`src/rtl/instr_encoder_loader.sv`:
```
// Encodes symbolic RV32I instruction fields into machine words and streams them
// into instruction memory, one word per accepted transfer, until END or capacity.
module instr_encoder_loader #(
    parameter int ADDR_W    = 8,
    parameter int BASE_ADDR = 0
) (
    input  logic              clk,
    input  logic              rst,
    input  logic              start,
    input  logic              in_valid,
    output logic              in_ready,
    input  logic [3:0]        in_op,
    input  logic [4:0]        in_rd,
    input  logic [4:0]        in_rs1,
    input  logic [4:0]        in_rs2,
    input  logic [31:0]       in_imm,
    output logic              imem_we,
    output logic [ADDR_W-1:0] imem_addr,
    output logic [31:0]       imem_wdata,
    output logic              busy,
    output logic              done,
    output logic              err,
    output logic [ADDR_W:0]   word_count
);

    typedef enum logic [1:0] {
        IDLE,
        LOAD,
        DONE
    } state_t;

    typedef enum logic [3:0] {
        OP_ADD  = 4'd0,
        OP_SUB  = 4'd1,
        OP_SLT  = 4'd2,
        OP_ADDI = 4'd3,
        OP_SLLI = 4'd4,
        OP_SLTI = 4'd5,
        OP_LW   = 4'd6,
        OP_SW   = 4'd7,
        OP_BEQ  = 4'd8,
        OP_BNE  = 4'd9,
        OP_JAL  = 4'd10,
        OP_END  = 4'd15
    } op_t;

    localparam logic [6:0]        OPC_R     = 7'h33;
    localparam logic [6:0]        OPC_I     = 7'h13;
    localparam logic [6:0]        OPC_LOAD  = 7'h03;
    localparam logic [6:0]        OPC_STORE = 7'h23;
    localparam logic [6:0]        OPC_BR    = 7'h63;
    localparam logic [6:0]        OPC_JAL   = 7'h6F;
    localparam logic [31:0]       HALT_WORD = 32'h0000_006F;
    localparam logic [ADDR_W-1:0] BASE      = ADDR_W'(BASE_ADDR);
    localparam logic [ADDR_W:0]   LAST_SLOT = {1'b0, {ADDR_W{1'b1}}};

    state_t            state;
    logic [ADDR_W-1:0] ptr;

    logic [31:0] enc_word;
    logic        enc_ok;
    logic        is_end;
    logic        fits_i;
    logic        fits_sh;
    logic        fits_b;
    logic        fits_j;
    logic        at_last_slot;

    // Immediate range checks: the upper bits must be a pure sign extension.
    assign fits_i       = (in_imm[31:11] == {21{in_imm[11]}});
    assign fits_sh      = (in_imm[31:5] == 27'd0);
    assign fits_b       = (in_imm[31:12] == {20{in_imm[12]}}) && !in_imm[0];
    assign fits_j       = (in_imm[31:20] == {12{in_imm[20]}}) && !in_imm[0];
    assign is_end       = (in_op == OP_END);
    assign at_last_slot = (word_count == LAST_SLOT);

    // NOTE: every signal written here gets a default first so no latch is inferred.
    always_comb begin
        enc_word = 32'd0;
        enc_ok   = 1'b0;
        case (in_op)
            OP_ADD: begin
                enc_word = {7'h00, in_rs2, in_rs1, 3'd0, in_rd, OPC_R};
                enc_ok   = 1'b1;
            end
            OP_SUB: begin
                enc_word = {7'h20, in_rs2, in_rs1, 3'd0, in_rd, OPC_R};
                enc_ok   = 1'b1;
            end
            OP_SLT: begin
                enc_word = {7'h00, in_rs2, in_rs1, 3'd2, in_rd, OPC_R};
                enc_ok   = 1'b1;
            end
            OP_ADDI: begin
                enc_word = {in_imm[11:0], in_rs1, 3'd0, in_rd, OPC_I};
                enc_ok   = fits_i;
            end
            OP_SLTI: begin
                enc_word = {in_imm[11:0], in_rs1, 3'd2, in_rd, OPC_I};
                enc_ok   = fits_i;
            end
            OP_SLLI: begin
                enc_word = {7'h00, in_imm[4:0], in_rs1, 3'd1, in_rd, OPC_I};
                enc_ok   = fits_sh;
            end
            OP_LW: begin
                enc_word = {in_imm[11:0], in_rs1, 3'd2, in_rd, OPC_LOAD};
                enc_ok   = fits_i;
            end
            OP_SW: begin
                enc_word = {in_imm[11:5], in_rs2, in_rs1, 3'd2, in_imm[4:0], OPC_STORE};
                enc_ok   = fits_i;
            end
            OP_BEQ: begin
                enc_word = {in_imm[12], in_imm[10:5], in_rs2, in_rs1, 3'd0,
                            in_imm[4:1], in_imm[11], OPC_BR};
                enc_ok   = fits_b;
            end
            OP_BNE: begin
                enc_word = {in_imm[12], in_imm[10:5], in_rs2, in_rs1, 3'd1,
                            in_imm[4:1], in_imm[11], OPC_BR};
                enc_ok   = fits_b;
            end
            OP_JAL: begin
                enc_word = {in_imm[20], in_imm[10:1], in_imm[11], in_imm[19:12],
                            in_rd, OPC_JAL};
                enc_ok   = fits_j;
            end
            OP_END: begin
                enc_word = HALT_WORD;
                enc_ok   = 1'b1;
            end
            default: begin
                enc_word = 32'd0;
                enc_ok   = 1'b0;
            end
        endcase
    end

    // NOTE: sequential state uses non-blocking assignments only, so every register
    // samples the pre-edge values of its peers.
    always_ff @(posedge clk or posedge rst) begin
        if (rst) begin
            state      <= IDLE;
            ptr        <= BASE;
            in_ready   <= 1'b0;
            imem_we    <= 1'b0;
            imem_addr  <= BASE;
            imem_wdata <= 32'd0;
            busy       <= 1'b0;
            done       <= 1'b0;
            err        <= 1'b0;
            word_count <= '0;
        end else begin
            imem_we <= 1'b0;
            if (start) begin
                // Restart from any state; a transfer offered this cycle is discarded.
                state      <= LOAD;
                ptr        <= BASE;
                imem_addr  <= BASE;
                in_ready   <= 1'b1;
                busy       <= 1'b1;
                done       <= 1'b0;
                err        <= 1'b0;
                word_count <= '0;
            end else if (state == LOAD && in_valid && in_ready) begin
                // The final slot is reserved for the halt word.
                if (enc_ok && (!at_last_slot || is_end)) begin
                    imem_we    <= 1'b1;
                    imem_addr  <= ptr;
                    imem_wdata <= enc_word;
                    word_count <= word_count + 1'b1;
                    if (!at_last_slot) begin
                        ptr <= ptr + 1'b1;
                    end
                    if (is_end) begin
                        state    <= DONE;
                        in_ready <= 1'b0;
                        busy     <= 1'b0;
                        done     <= 1'b1;
                        if (at_last_slot) begin
                            err <= 1'b1;
                        end
                    end
                end else begin
                    err <= 1'b1;
                end
            end
        end
    end

endmodule

```
`config.mk`:
```
export PLATFORM = sky130hd
export DESIGN_NAME = instr_encoder_loader
export DESIGN_NICKNAME = d
export VERILOG_FILES = /design/src/rtl/instr_encoder_loader.sv
export SDC_FILE = /design/constraint.sdc
export NUM_CORES = 1
export LEC_CHECK = 0
export CAP_MARGIN = 20
export CORE_UTILIZATION = 45
export DETAILED_ROUTE_END_ITERATION = 12
export MAX_ROUTING_LAYER = met4
export PLACE_DENSITY = 0.8
export SETUP_SLACK_MARGIN = 0.05
export SYNTH_ARGS = -nofsm -noshare
export SYNTH_HDL_FRONTEND = slang
export SYNTH_SLANG_ARGS = --single-unit
```
`constraint.sdc`:
```
create_clock -name clk -period 3.5 [get_ports clk]
set_input_delay 0.525 -clock clk [delete_from_list [all_inputs] [get_ports clk]]
set_output_delay 0.525 -clock clk [all_outputs]
set_load 0.1 [all_outputs]
```
==> results.md, run 1 <==
* Crit start category: flop
* # IOs at 109
* Max VDD drop at 0.4292 mV
* Nets@finish at 519
* Initial Util at 0.4637
* Post-route ant nets at 0
* Slew of the pin with the lowest slew margin at 994.2 ps
* CTS max path bufs at 2
* Clock root cell: clkbuf_8
* EDFF count, synth at 0
* GRT Util Overall at 0.2503
* Insertion delay to the later sink of the worst-skew pair at 340 ps
* FF+latch count, synth at 59
* Status: finished, final reports clean
* Tot Pwr at 0.002407 W
* DR vias at 3,053
* Share of cells above drive strength 1 at 0.08602
* Sequential element share of the synthesized area at 0.4712
* Area of the multi-input gates at 1520 sq um
* Worst clock skew at 5.842 ps
* Pleak at 1.869 nW
* Die span in x at 85.44 microns
* # resized after CTS at 0
* Hold_sp: imem_wdata[7]
* Fmax at 319.4 MHz
* Total core area at 6756 sq um
* Die Y at 85.44 microns
* Post-synth ARST share at 1.000
* Setup violators final at 0
* Post-synth cell types at 49
* Origin of the worst setup path: word_count[3]
* Post-CTS Setup Bufs at 0
* Syn avg cell area at 8.977 sq um
* Relative max-transition margin at 0.3351
* Clock sinks at 59
* Maxcap violations at 0
* First-pass GRT wire length at 13,900 microns
* RSZ-0062 raised after global routing: no
* Max Slew Vio Count at 0
* Num rows at 30
* Vias in the first global route at 2,942
* Crit path arrival time at 3390 ps
* Tmin final at 3130 ps
* Pwr Density at 530.3 nW/um^2
* Worst hold path class: flop to flop
* Setup_tns at 0 ps
* # diodes at 0
* Synth warn at 0
* H-Tree Depth at 3
* DRT Pass-1 Iters at 5
* Smallest hold slack at 481.3 ps
* Crit path max fanout at 10
* DRT iter0 DRCs at 198
* Detailed Place HPWL at 6315 microns
* Final Cycle Share at 0.8944
* I/O Buffers at 108
* Routed wire per std cell at 15.52 microns
* Reg2Reg Launch Point: word_count[3]
* Mapped Nets at 408
* Antenna violations before repair at 0
* Clock transition at path regs at 70 ps
* Hold Vio Cnt, Final at 0
* GPL Wtd Cong at 0.8665
* Critical path type: flop to flop
* DRC errors left at 0
* Pin count of the biggest net entering global routing at 38
* CTS tree: yes
* Area taken by flip-flops and latches at 1476 sq um
* Routed Wire Length at 8459 microns
* Filler cells at 570
* CP Capture Type: flop
* Area grow syn2layout at 44.89%
* DIE AREA at 7300 sq um
* Cts bufs inserted at 9
* Congestion Overflow GR at 0
* Hold Buf Count CTS at 0
* Synth Flop Type: dfrtp_1
* Synth Instances at 349
* Mapped Area at 3133 sq um
* Worst EP required at 3760 ps
* Drt via density at 5.602
[worst max-delay path: stages (launching register included)]
cell and delay (ps):
dfrtp_1 410, and3_1 220, and3_1 210, and3_1 190, ha_1 270, or4_1 570
a211oi_4 330, nor2_2 160, or4_1 520, a21oi_1 170
[synthesized netlist by cell type, types with 2 or more instances]
| cell | instances | area, sq um |
|---|---|---|
| buf_1 | 2 | 7.510 |
| nor2_2 | 2 | 12.51 |
| o211ai_1 | 2 | 15.01 |
| nand2_1 | 51 | 191.4 |
| xor2_1 | 6 | 52.55 |
| ha_1 | 4 | 50.05 |
| mux2_2 | 2 | 22.52 |
| nand3_1 | 12 | 60.06 |
| o31ai_1 | 3 | 22.52 |
| maj3_1 | 2 | 20.02 |
| buf_2 | 7 | 35.03 |
| a21oi_1 | 28 | 140.1 |
| inv_1 | 10 | 37.54 |
| o22ai_1 | 2 | 12.51 |
| and3_1 | 4 | 25.02 |
| o22a_1 | 2 | 17.52 |
| nand2b_1 | 6 | 37.54 |
| a22oi_1 | 14 | 105.1 |
| nor2_1 | 21 | 78.83 |
| o21ai_0 | 50 | 250.2 |
| or4_1 | 3 | 22.52 |
| nor2b_1 | 2 | 12.51 |
| a31oi_1 | 2 | 12.51 |
| nand4_1 | 6 | 37.54 |
| nor4_1 | 6 | 37.54 |
| clkbuf_1 | 9 | 33.78 |
| or3_1 | 7 | 43.79 |
| buf_4 | 3 | 22.52 |
| mux2i_1 | 3 | 30.03 |
| dfrtp_1 | 59 | 1476 |
[final timing paths]
kind	endpoint	slack (ps)	cells past startpoint
max	ptr[7]	370	9
min	imem_wdata[7]	480	2
max reg2reg	ptr[7]	370	9
min reg2reg	imem_wdata[7]	480	2
max in group asynchronous	imem_wdata[10]	2240	3
min in group asynchronous	imem_wdata[27]	590	2
[cell type report]
cell class	count	share of cell area
flip-flops and latches	59	0.3252
clock inverters	1	0.006615
well taps	80	0.02205
clock buffers	15	0.03886
repair buffers	122	0.2641
inverters	10	0.008269
multi-input cells	258	0.3349
[metrics by stage]
step	worst slack [ps]	instance area, sq um	util	std cells
3_5_place_dp	251.8	4333	0.6413	529
6_report	369.5	4539	0.6719	545
5_1_grt	204.1	4539	0.6719	545
4_1_cts	367.2	4539	0.6719	545
3_3_place_gp	328.4	4333	0.6413	529
2_1_floorplan	163.1	3133	-	349
[power breakdown]
part	switching [W]	internal [W]
Combinational	0.000720	0.000240
Clock	0.000264	0.000389
Sequential	0.0000409	0.000754
Total	0.00102	0.00138
[cell usage in the layout (no fill, tap or decap), types with 2 or more instances in the layout]
cell,instances
nand2b_1,6
o31ai_1,3
xor2_1,6
nand3_1,12
clkbuf_8,12
mux2_2,2
clkdlybuf4s50_1,108
o211ai_1,2
a31oi_1,2
ha_1,4
nor4_1,6
buf_4,13
nor2_2,2
nor2_1,21
nor2b_1,2
clkbuf_1,3
nand2_1,51
a21oi_1,28
or3_1,7
and3_1,4
o22ai_1,2
a22oi_1,14
maj3_1,2
inv_1,9
dfrtp_1,59
o21ai_0,50
or4_1,3
mux2i_1,3
o22a_1,2
nand4_1,6
[layer usage]
layer / vias up / part of all wire / GRT usage
met4: 0 / 0.011 / 0.05909
met1: 1460 / 0.45 / 0.3327
met5: - / 0 / -
met2: 103 / 0.48 / 0.3956
li1: 1479 / - / -
met3: 11 / 0.057 / 0.05156
[cells by family after synthesis]
logic type / Yosys count / share of synthesized area
multiplexers: 5 / 0.01677
buffers and inverters: 32 / 0.04712
flip-flops: 59 / 0.4712
XOR/XNOR: 7 / 0.01957
AO/OA/AOI/OAI: 112 / 0.2204
adder cells (fa/ha/maj): 6 / 0.02237
AND/OR/NAND/NOR: 128 / 0.2025
[state kept, by name, indices dropped and copies added (netlist names)]
register	cells
imem_addr	8
done	1
state	1
imem_wdata	30
err	1
ptr	8
imem_we	1
word_count	9
Note: power is estimated with default switching activity, not from simulation.
==> run 2: changes to the inputs <==
- ABC_CLOCK_PERIOD_IN_PS: default -> 3500
==> results of run 2 <==
No change in the layout: final DEF, timing and power equal those of run 1.
==> run 3: changes to the inputs <==
- SETUP_SLACK_MARGIN: 0.05 -> 0.2
==> run 3 against run 2 <==
  * Largest power group unchanged
  * Clock-buffer cell count fell by 1
  * Via count fell by 1.2%
  * Combinational power barely moved
  * Highest routed layer unchanged
  * Worst setup slack improved by 25 ps
  * Sequential power barely moved
  * Hold slack got worse by 21 ps
==> results.md, run 3 (synthesis results as in run 1) <==
* Status: finished, final reports clean
* Most frequent cells in the layout: 108 x clkdlybuf4s50_1, 56 x dfrtp_1, 51 x nand2_1
* DIE AREA at 7300 sq um
* Final Cycle Share at 0.8872
* Crit path max fanout at 10
* Nets@finish at 520
* First-pass GRT wire length at 13,340 microns
* Post-route ant nets at 0
* CP cell instances: and3_1 -> and3_1 -> and3_1 -> ha_1 -> or4_4 -> a211oi_4 -> buf_4 -> nor2_2 -> or4_1 -> a21oi_1
* Crit start category: flop
* Antenna violations before repair at 0
* # IOs at 109
* Cts bufs inserted at 9
* Total core area at 6756 sq um
* Tmin final at 3105 ps
* Max incr delay on CP at 560 ps
* Worst EP required at 3770 ps
* Switch Pwr at 0.001020 W
* Setup ws final at 394.7 ps
* DR vias at 3,016
* Switching Fraction at 0.4282
* # diodes at 0
* Share of cells above drive strength 1 at 0.09657
* I/O Buffers at 108
* Relative max-transition margin at 0.3295
* Routed wire per std cell at 15.14 microns
* Die span in x at 85.44 microns
* Clock transition at path regs at 70 ps
* Worst path slowest cell: or4_4
* Clock share of power at 0.263
* Buf/Inv on CP at 1
* DRT Pass-1 Iters at 5
* Seq pwr share at 0.334
* Tot Pwr at 0.002382 W
* CTS max path bufs at 2
* Pleak at 1.868 nW
* R2r setup slk at 390 ps
* Worst clock skew at 6.974 ps
* Clock root cell: clkbuf_8
* Filler cells at 556
* Worst hold path class: primary input to asynchronous set/reset pin
* Max Slew Vio Count at 0
* Pwr Density at 524.0 nW/um^2
* CP Capture Type: flop
* Congestion Overflow GR at 0
* Crit-path leading delay family: simple AND/OR/NAND/NOR gates
* Max VDD drop at 0.3227 mV
* Reg2Reg Launch Point: word_count[2]
* CTS tree: yes
* H-Tree Depth at 3
* Pin count of the biggest net entering global routing at 46
* Setup violators final at 0
* Hold Vio Cnt, Final at 0
* GRT Util Overall at 0.2433
* Routed Wire Length at 8267 microns
* Pre-CTS setup slack at 249.8 ps
* Slew of the pin with the lowest slew margin at 1003 ps
* Initial Util at 0.4637
* Area grow syn2layout at 45.09%
* Design area at 4546 sq um
* Most common cell after layout, fill and taps aside: clkdlybuf4s50_1
* RSZ-0062 raised after global routing: no
* Num rows at 30
* DRT iter0 DRCs at 166
* Most flop-heavy register: imem_wdata
* CP most frequent cell: and3_1
* Max reg flops at 30
* Die Y at 85.44 microns
* Insertion delay to the later sink of the worst-skew pair at 340 ps
* Largest regs: imem_wdata (30), word_count (9)
* GPL Wtd Cong at 0.9175
* Clock sinks at 59
* Origin of the worst setup path: word_count[2]
* Drt via density at 5.524
* Detailed Place HPWL at 6097 microns
* Crit path arrival time at 3370 ps
* Setup_tns at 0 ps
* Hold Buf Count CTS at 0
* Vias in the first global route at 2,749
* Post-CTS Setup Bufs at 0
* Comb power frac at 0.403
* DRC errors left at 0
* Pint at 0.001362 W
* Fmax at 322.0 MHz
* Area post-placement at 4344 sq um
* Critical path type: flop to flop
* Maxcap violations at 0
## run 3: cell types whose count changed in the layout (fill, tap and decap cells not counted)
| cell | delta |
|---|---|
| dfrtp_2 | +3 |
| dfrtp_1 | -3 |
| buf_4 | +1 |
| or4_1 | -1 |
| clkbuf_8 | -1 |
| or4_4 | +1 |
| clkinv_2 | +1 |
## run 3: worst paths after layout
check | endpoint | cells past startpoint
max in group asynchronous | word_count[2] | 3
setup / recovery | ptr[7] | 10
setup reg to reg | ptr[7] | 10
min in group clk | imem_wdata[22] | 2
hold reg to reg | imem_wdata[22] | 2
hold / removal | imem_addr[5] | 2
## run 3: per-stage QoR
step | util | hold WS, ps | instances
after floorplan | - | 500.4 | 349
after global placement | 0.6430 | 462.3 | 530
after detailed placement | 0.6430 | 469.0 | 530
after CTS | 0.6722 | 464.8 | 546
after global routing | 0.6728 | 480.2 | 546
final | 0.6728 | 460.1 | 546
## run 3: layer usage
metal	routed length [microns]	GRT usage	vias to the layer above
li1	-	-	1477
met1	3732	0.3211	1417
met2	3941	0.3760	109
met3	475	0.03988	13
met4	117	0.09697	0
met5	0	-	-
## run 3: what timing repair did
action                     CTS  global route
resized for setup            0             1
setup endpoints to repair    0             1
hold endpoints to repair     0             0
## run 3: final cells by class
type / count / area [sq um] / area share
Multi-Input combinational cell: 258 / 1524 / 0.3353
Sequential cell: 59 / 1480 / 0.3256
Timing Repair Buffer: 123 / 1206 / 0.2653
Clock buffer: 14 / 162.7 / 0.03578
Tap cell: 80 / 100.1 / 0.02202
Inverter: 10 / 37.54 / 0.008258
Clock inverter: 2 / 35.03 / 0.007707
## run 3: power by group through the flow
stage / Combinational, W / Sequential [W] / Clock, W
2_1_floorplan: 0.000164 / 0.00133 / 0
3_3_place_gp: 0.000950 / 0.000804 / 0
3_5_place_dp: 0.000957 / 0.000808 / 0
4_1_cts: 0.000960 / 0.000796 / 0.000640
5_1_grt: 0.000997 / 0.000804 / 0.000672
6_report: 0.000959 / 0.000796 / 0.000627
